--- config.mk ---
export PLATFORM = sky130hd
export DESIGN_NAME = mem_port_arbiter
export DESIGN_NICKNAME = d
export VERILOG_FILES = /design/src/rtl/cpu_mem_pkg.sv /design/src/rtl/mem_arb_timeout.sv /design/src/rtl/mem_port_arbiter.sv
export SDC_FILE = /design/constraint.sdc
export NUM_CORES = 1
export LEC_CHECK = 0
export CORE_MARGIN = 10
export CORE_UTILIZATION = 57
export CTS_CLUSTER_SIZE = 20
export DETAILED_ROUTE_END_ITERATION = 7
export DONT_BUFFER_PORTS = 1
export PLACE_DENSITY_LB_ADDON = 0.3
export SYNTH_ARGS = -nofsm -noshare
export SYNTH_HDL_FRONTEND = slang
export SYNTH_SLANG_ARGS = --single-unit
--- constraint.sdc ---
create_clock -name clk -period 1.5 [get_ports clk]
set_input_delay 0.3 -clock clk [delete_from_list [all_inputs] [get_ports clk]]
set_output_delay 0.3 -clock clk [all_outputs]
set_load 0.02 [all_outputs]
--- src/rtl/cpu_mem_pkg.sv ---
// Shared definitions for the memory-port arbiter: FSM state encoding,
// requester IDs, timeout counter constants and the arbitration rule.
package cpu_mem_pkg;

  typedef enum logic [1:0] {
    IDLE    = 2'd0,
    BUSY_IF = 2'd1,
    BUSY_D  = 2'd2
  } arb_state_e;

  // Requester selected by one arbitration decision
  localparam logic [1:0] PORT_NONE = 2'd0;
  localparam logic [1:0] PORT_IF   = 2'd1;
  localparam logic [1:0] PORT_D    = 2'd2;

  // Timeout counter is 8 bits; a new transaction loads 1 so the count
  // equals the number of BUSY cycles elapsed, including the current one.
  localparam int         TO_W     = 8;
  localparam logic [7:0] TO_START = 8'd1;

  // Data has priority unless fetch is waiting and has been starved out.
  function automatic logic [1:0] arb_pick(input logic if_req,
                                          input logic d_req,
                                          input logic starve_full);
    if (d_req && !(if_req && starve_full)) return PORT_D;
    else if (if_req)                       return PORT_IF;
    else                                   return PORT_NONE;
  endfunction

endpackage

--- src/rtl/mem_arb_timeout.sv ---
// Loadable 8-bit bus-timeout counter with synchronous clear and an
// expired flag that is high while the count equals LIMIT.
module mem_arb_timeout
  import cpu_mem_pkg::*;
#(
  parameter int LIMIT = 255
) (
  input  logic            clk,
  input  logic            rst_n,
  input  logic            i_clear,
  input  logic            i_load,
  input  logic [TO_W-1:0] i_load_val,
  input  logic            i_en,
  output logic            o_expired
);

  localparam logic [TO_W-1:0] LP_LIMIT = TO_W'(LIMIT);
  localparam logic [TO_W-1:0] LP_SAT   = '1;

  logic [TO_W-1:0] r_cnt;

  // Clear has priority over load, load over counting; count saturates.
  always_ff @(posedge clk or negedge rst_n) begin
    if (!rst_n) begin
      r_cnt <= '0;
    end else if (i_clear) begin
      r_cnt <= '0;
    end else if (i_load) begin
      r_cnt <= i_load_val;
    end else if (i_en && (r_cnt != LP_SAT)) begin
      r_cnt <= r_cnt + TO_W'(1);
    end
  end

  assign o_expired = (r_cnt == LP_LIMIT);

endmodule

--- src/rtl/mem_port_arbiter.sv ---
// Shares one external memory port between instruction fetch (read-only)
// and the load/store unit. Data has fixed priority, a starvation counter
// forces fetch through after STARVE_MAX consecutive data wins, and a bus
// timeout completes a hung transaction with an error.
module mem_port_arbiter
  import cpu_mem_pkg::*;
#(
  parameter int ADDR_W     = 32,
  parameter int DATA_W     = 32,
  parameter int STARVE_MAX = 4,
  parameter int TIMEOUT    = 255
) (
  input  logic                clk,
  input  logic                reset_n,
  // fetch port
  input  logic                if_req,
  input  logic [ADDR_W-1:0]   if_addr,
  output logic                if_gnt,
  output logic                if_valid,
  output logic [DATA_W-1:0]   if_rdata,
  output logic                if_err,
  // data port
  input  logic                d_req,
  input  logic                d_we,
  input  logic [ADDR_W-1:0]   d_addr,
  input  logic [DATA_W-1:0]   d_wdata,
  input  logic [DATA_W/8-1:0] d_wstrb,
  output logic                d_gnt,
  output logic                d_valid,
  output logic [DATA_W-1:0]   d_rdata,
  output logic                d_err,
  // memory bus
  output logic                mem_req,
  output logic                mem_we,
  output logic [ADDR_W-1:0]   mem_addr,
  output logic [DATA_W-1:0]   mem_wdata,
  output logic [DATA_W/8-1:0] mem_wstrb,
  input  logic [DATA_W-1:0]   mem_rdata,
  input  logic                mem_ready
);

  localparam int              SC_W   = $clog2(STARVE_MAX + 1);
  localparam logic [SC_W-1:0] SC_MAX = SC_W'(STARVE_MAX);

  arb_state_e      r_state;
  logic [SC_W-1:0] r_starve_cnt;

  logic       w_starve_full;
  logic [1:0] w_pick;
  logic       w_busy;
  logic       w_to_expired;
  logic       w_to_load;
  logic       w_to_clear;
  logic       w_done;

  assign w_starve_full = (r_starve_cnt == SC_MAX);
  assign w_pick        = arb_pick(if_req, d_req, w_starve_full);
  assign w_busy        = (r_state != IDLE);
  // mem_ready on the expiry cycle still completes as a success
  assign w_done        = w_busy && (mem_ready || w_to_expired);
  assign w_to_load     = (r_state == IDLE) && (w_pick != PORT_NONE);
  assign w_to_clear    = w_done;

  mem_arb_timeout #(
    .LIMIT (TIMEOUT)
  ) u_timeout (
    .clk        (clk),
    .rst_n      (reset_n),
    .i_clear    (w_to_clear),
    .i_load     (w_to_load),
    .i_load_val (TO_START),
    .i_en       (w_busy),
    .o_expired  (w_to_expired)
  );

  // Arbitration FSM: grants, bus drive, completion pulses and starvation count.
  always_ff @(posedge clk or negedge reset_n) begin
    if (!reset_n) begin
      r_state      <= IDLE;
      r_starve_cnt <= '0;
      if_gnt       <= 1'b0;
      if_valid     <= 1'b0;
      if_rdata     <= '0;
      if_err       <= 1'b0;
      d_gnt        <= 1'b0;
      d_valid      <= 1'b0;
      d_rdata      <= '0;
      d_err        <= 1'b0;
      mem_req      <= 1'b0;
      mem_we       <= 1'b0;
      mem_addr     <= '0;
      mem_wdata    <= '0;
      mem_wstrb    <= '0;
    end else begin
      if_gnt   <= 1'b0;
      d_gnt    <= 1'b0;
      if_valid <= 1'b0;
      d_valid  <= 1'b0;
      if_err   <= 1'b0;
      d_err    <= 1'b0;
      case (r_state)
        IDLE: begin
          if (w_pick == PORT_D) begin
            r_state   <= BUSY_D;
            d_gnt     <= 1'b1;
            mem_req   <= 1'b1;
            mem_we    <= d_we;
            mem_addr  <= d_addr;
            mem_wdata <= d_wdata;
            mem_wstrb <= d_wstrb;
            if (if_req && !w_starve_full) begin
              r_starve_cnt <= r_starve_cnt + SC_W'(1);
            end
          end else if (w_pick == PORT_IF) begin
            r_state      <= BUSY_IF;
            if_gnt       <= 1'b1;
            mem_req      <= 1'b1;
            mem_we       <= 1'b0;
            mem_addr     <= if_addr;
            mem_wdata    <= '0;
            mem_wstrb    <= '1;
            r_starve_cnt <= '0;
          end
        end
        BUSY_IF: begin
          if (w_done) begin
            r_state  <= IDLE;
            mem_req  <= 1'b0;
            if_valid <= 1'b1;
            if_err   <= !mem_ready;
            if_rdata <= mem_ready ? mem_rdata : '0;
          end
        end
        BUSY_D: begin
          if (w_done) begin
            r_state <= IDLE;
            mem_req <= 1'b0;
            d_valid <= 1'b1;
            d_err   <= !mem_ready;
            d_rdata <= (mem_ready && !mem_we) ? mem_rdata : '0;
          end
        end
        default: begin
          r_state <= IDLE;
          mem_req <= 1'b0;
        end
      endcase
    end
  end

endmodule

# --- After elaboration in Yosys (flattened, before gate mapping) ---
# Index checks and enable logic that the tools add are counted.
# W data, S select, Z words.
word_totals:
  elab_cells: 88
  inputBits: 138
  ff_bits: 153
op_classes:
  n_mux: 37
  eq_ne: 10
  n_addsub: 2
  reduce_logical: 23
op_table:
  columns: ["operator", "count"]
  rows:
  - ["$mux W32", 6]
  - ["$mux W8", 3]
  - ["$mux W1", 17]
  - ["$mux W3", 3]
  - ["$add A8 B1 Y8 const B", 1]
  - ["$eq A8 B8 Y1 const B", 1]
  - ["$mux W2", 4]
  - ["$mux W4", 2]
  - ["$ne A8 B8 Y1 const B", 1]
  - ["$reduce_and A2 Y1", 4]
  - ["$logic_and A1 B1 Y1", 7]
  - ["$reduce_bool A2 Y1", 3]
  - ["$eq A2 B1 Y1 const B", 2]
  - ["$eq A2 B2 Y1 const B", 2]
  - ["$logic_not A1 Y1", 4]
  - ["$ne A2 B1 Y1 const B", 2]
  - ["$pmux W2 S2", 1]
  - ["$add A3 B1 Y3 const B", 1]
  - ["$eq A3 B3 Y1 const B", 1]
  - ["$ne A3 B1 Y1 const B", 1]
  - ["$reduce_and A3 Y1", 1]
  - ["$reduce_bool A3 Y1", 1]
  - ["$logic_not A2 Y1", 1]
  - ["$pmux W1 S2", 1]
  - ["2 further kinds", 2]

# --- Depth between registers and ports, before layout ---
depth:
  word_depth: 9
  depth_mapped: 9

# --- By module ---
# Synthesis repeated with hierarchy kept, for this count alone.
hier_totals:
  hier_cells: 738
  area_unflattened_um2: 7124.3
by_module_without_submodules:
  columns: ["module", "area_each_um2", "cells_each", "seq_area_each_um2", "n_inst"]
  rows:
  - ["mem_port_arbiter", 6607.6, 685, 3628.5, 1]
  - ["mem_arb_timeout", 516.7, 53, 200.2, 1]

# --- Worst setup path after synthesis ---
# Ideal clock, no wire load.
synth_timing:
  kind: "reg-to-reg"
  startpoint: "reg r_state[0]"
  endpoint: "reg u_timeout.r_cnt[6]"
  stages_incl_launch_ff: 7
  t_arrival_ns: 1.443
  synth_period_minus_slack_ns: 1.582
  required_ns: 1.361
  slack_ns: -0.082
  cell_sequence: "dfrtp_1 inv_1 ha_1 buf_2 or3b_2 a41oi_1 a211oi_1"
synth_via:
  elab_chain_cells: 4
synth_rtl:
  columns: ["element", "line_no", "rtl"]
  rows:
  - ["start: declaration", "mem_port_arbiter.sv:45", "arb_state_e r_state;"]
  - ["start signal: assignment", "mem_port_arbiter.sv:79", "r_state <= IDLE;"]
  - ["start signal: assignment", "mem_port_arbiter.sv:104", "r_state <= BUSY_D;"]
  - ["start signal: assignment", "mem_port_arbiter.sv:115", "r_state <= BUSY_IF;"]
  - ["$logic_not A2 Y1", "mem_port_arbiter.sv:61", "assign w_to_load = (r_state == IDLE) && (w_pick != PORT_NONE);"]
  - ["$logic_and A1 B1 Y1", "mem_port_arbiter.sv:61", null]
  - ["$mux W8", "mem_arb_timeout.sv:28", "end else if (i_load) begin"]
  - ["$mux W8", "mem_arb_timeout.sv:26", "end else if (i_clear) begin"]
  - ["end signal: assignment", "mem_arb_timeout.sv:29", "r_cnt <= i_load_val;"]
  - ["end signal: assignment", "mem_arb_timeout.sv:31", "r_cnt <= r_cnt + TO_W'(1);"]
  - ["end: declaration", "mem_arb_timeout.sv:20", "logic [TO_W-1:0] r_cnt;"]
# Several ways; a longest one is shown, not always the timed one.
# A chain may end at the register's enable or synchronous reset.

# --- Worst setup path after layout ---
layout_timing:
  startpoint: "reg r_state[1]"
  endpoint: "reg d_rdata[8]"
layout_via:
  elab_chain_cells: 3
layout_rtl:
  columns: ["element", "line_no", "rtl"]
  rows:
  - ["$reduce_bool A2 Y1", "mem_port_arbiter.sv:58", "assign w_busy = (r_state != IDLE);"]
  - ["$logic_and A1 B1 Y1", "mem_port_arbiter.sv:60", "assign w_done = w_busy && (mem_ready || w_to_expired);"]
  - ["$reduce_and A2 Y1 (no source line) *", null, null]
  - ["end signal: assignment", "mem_port_arbiter.sv:140", "d_rdata <= (mem_ready && !mem_we) ? mem_rdata : '0;"]
  - ["end: declaration", "mem_port_arbiter.sv:30", "output logic [DATA_W-1:0] d_rdata,"]
# Mark *: on every way between the ends. The rest lies on a longest branch, timed or not.

==> key figures <==
Outcome
  • Outcome: finished, violations left
  • Violated checks: hold timing, setup timing

Routing
  • Post-DR wirelength/cell: 26.1 µm
  • Antenna viol nets, final: 0
  • Routed WL: 24000 µm
  • Via count: 6180
  • DRC: 0
  • Drt pass-1 iters: 5
  • Vias/cell: 6.72
  • Drt first-iter violations: 548

Cells and area
  • FILL cells: 831
  • Layout cells sized above 1: 0.222
  • Ant diodes: 0
  • Final Util: 0.716
  • Layout Cells excl Fill: 919
  • Area growth, synth to finish: 23.6%
  • Nets: roughly 900

Logic synthesis
  • Synth Warn #: 0
  • Post-Syn Instances: roughly 740
  • Syn Area/Cell: 9.37 µm²
  • Post-synth net total: 883
  • Asr flop ratio synth: 1.00
  • Distinct cells, synth: 48
  • Top cells by area, synth: dfrtp_1 (55%), a21oi_1 (14%), nand2_1 (7.6%)
  • Synth top area share: 0.553
  • Commonest cells post-synth: a21oi_1 (195), dfrtp_1 (153), nand2_1 (141)
  • Biggest area consumer among synthesized cells: dfrtp_1
  • Seq cells post-synth: 153
  • Register area share after synthesis: 0.553
  • Mapped cell area: 0.00693 mm²
  • Synth Flop Type: dfrtp_1
  • Number of synthesized flops with an enable pin: 0
  • Most common cell in the netlist: a21oi_1

Clock network
  • Cts bufs inserted: 17
  • Root Buffer: clkbuf_16
  • Clk slew on worst S/H paths: 60 ps
  • CTS max path bufs: 2
  • Worst skew pair latency: 440 ps
  • Hold_buf cts: 19
  • H-tree lvl count: 4
  • CTS Sinks: about 150
  • CTS tree: built

Timing
  • Finish-stage setup viols: 57
  • Worst Tran Pin Value: 400 ps
  • Clk_skew: 8.98 ps
  • RSZ-0062 raised after global routing: true
  • Peak Freq: 0.612 GHz
  • WHS: -438 ps
  • Hold Vio Cnt, Final: approximately 150
  • Tmin final: around 1600 ps
  • Final period util: 1.09
  • Final setup margin: -134 ps
  • Final Max Slew Viols: 0
  • Slew HR: 0.733

Pwr
  • Max VDD drop: ~0.98 mV
  • Lkg Pwr: approximately 3.6 nW
  • Pwr dens: 2270 mW/mm²

Global route
  • First-pass GRT wire length: between 30000 and 40000 µm
  • Vias in the first global route: 5975
  • Overall Global Routing Usage: 0.246
  • Antenna violations before repair: 0
  • Total grt overflow: 0
  • Largest net degree at the start of global routing: 154

Floorplanning
  • Die height: 130 µm
  • Die X-Extent: 130 µm
  • Initial Util: 0.579
  • Top Ports: between 200 and 300
  • Die ar.: 0.0170 mm²
  • Row Count: 40
  • Core Box Area: 0.0120 mm²

Worst hold path
  • Worst Hold Class: in -> async

Setup path
  • Worst EP required: around 1800 ps
  • Max FO, Critical Path: 8
  • CP endpoint kind: flip-flop
  • Critical path class: reg -> reg
  • CP Launch Type: flip-flop
  • WP data arrival: just under 2000 ps

Placement
  • Port Buffer Count: 0
  • Post-DP HPWL: ~15000 µm
  • Dpl cells: about 850
  • Routability cong.: 0.849

Run
  • Max Cap Viol: 0
metrics by stage:
stage / setup TNS [ps] / area (µm²) / power [mW] / setup WS, ps
2_1_floorplan: -1200 / 6970 / 12.4 / -38.4
3_3_place_gp: 0 / 7130 / 13.8 / 15.2
3_5_place_dp: -1430 / 7130 / 14.1 / -76.6
4_1_cts: -323 / 8010 / 18.5 / -22.0
5_1_grt: -6720 / 8560 / 20.4 / -175
6_report: -3260 / 8560 / 19.4 / -134
worst max-delay path, stage by stage, from the launching register on:
cell      delay, ps
dfrtp_1         380
buf_4           150
ha_2            170
and4bb_4        200
buf_12          150
buf_6           150
a21oi_1         230
a21oi_1          70
final timing paths:
path                                 start              end  slack (ps)  cells past startpoint
min in group clk               d_wdata[10]    mem_wdata[10]           0                      2
hold reg to reg            r_starve_cnt[0]  r_starve_cnt[0]         520                      1
max in group asynchronous          reset_n       d_rdata[0]        1670                      0
setup / recovery                r_state[1]       d_rdata[8]        -130                      7
setup reg to reg                r_state[1]       d_rdata[8]        -130                      7
hold / removal                     reset_n      if_rdata[3]        -440                      0
power by group:
group / switching, mW / leakage [nW] / internal (mW) / total (mW)
Sequential: 3.76 / 1.94 / 5.85 / 9.61
Clock: 1.71 / 0.280 / 2.53 / 4.24
Combinational: 3.15 / 1.41 / 2.44 / 5.59
Total: 8.62 / 3.63 / 10.8 / 19.4
flip-flops by register name, summed over array words and instances (netlist names):
| signal | flops |
|---|---|
| r_starve_cnt | 3 |
| u_timeout.r_cnt | 8 |
| d_err | 1 |
| mem_we | 1 |
| if_valid | 1 |
| d_rdata | 32 |
| mem_addr | 32 |
| mem_wstrb | 4 |
| r_state | 2 |
| if_err | 1 |
| mem_wdata | 32 |
| if_rdata | 32 |
| mem_req | 1 |
| d_valid | 1 |
| d_gnt | 1 |
| if_gnt | 1 |
layout by cell type (no fill, tap or decap), types with 2 or more instances in the layout:
cell type	n
clkinvlp_4	3
and3_1	4
dfrtp_1	153
dlygate4sd3_1	19
bufinv_16	2
buf_16	2
nand4_1	35
o211ai_1	37
a21oi_1	127
o21ai_0	30
o21ai_1	11
clkinv_2	4
nand2b_1	4
a21oi_4	6
clkbuf_16	25
buf_4	26
clkbuf_1	2
nor2_1	12
nand2_1	140
ha_2	4
inv_6	2
inv_1	6
inv_2	2
clkbuf_8	2
nand3_1	5
buf_12	11
a21oi_2	64
layout make-up:
| class | instances | area [µm²] | share of cell area |
|---|---|---|---|
| inverters | 8 | 30.0 | 0.00351 |
| flip-flops and latches | 153 | 3830 | 0.447 |
| repair buffers | 68 | 887 | 0.104 |
| clock buffers | 21 | 460 | 0.0538 |
| multi-input cells | 511 | 3050 | 0.356 |
| well taps | 147 | 184 | 0.0215 |
| clock inverters | 11 | 120 | 0.0140 |
layer usage:
layer	GRT usage	part of all wire
met4	0.0999	0.036
met1	0.264	0.33
met3	0.126	0.14
met2	0.403	0.49
met5	0	0
cell families (layout without fill, tap and decap cells):
kind of cell / count (synthesis) / count (layout) / synth area share
xor gates and xnor gates: 1 / 1 / 0.00126
buffers and inverters: 75 / 108 / 0.0603
AOI/OAI and AO/OA: 290 / 290 / 0.232
DFF: 153 / 153 / 0.553
and+or+nand+nor: 214 / 214 / 0.143
adders and majority gates: 6 / 6 / 0.0108
repair_timing:
action                                  4_1_cts  5_1_grt
endpoints found under the hold margin       172      153
buffers inserted                              0        2
gates resized for setup                      18       75
gates cloned                                  2       10
pin swaps                                     1       21
endpoints found under the setup margin       44      106
Note: power is estimated with default switching activity, not from simulation.
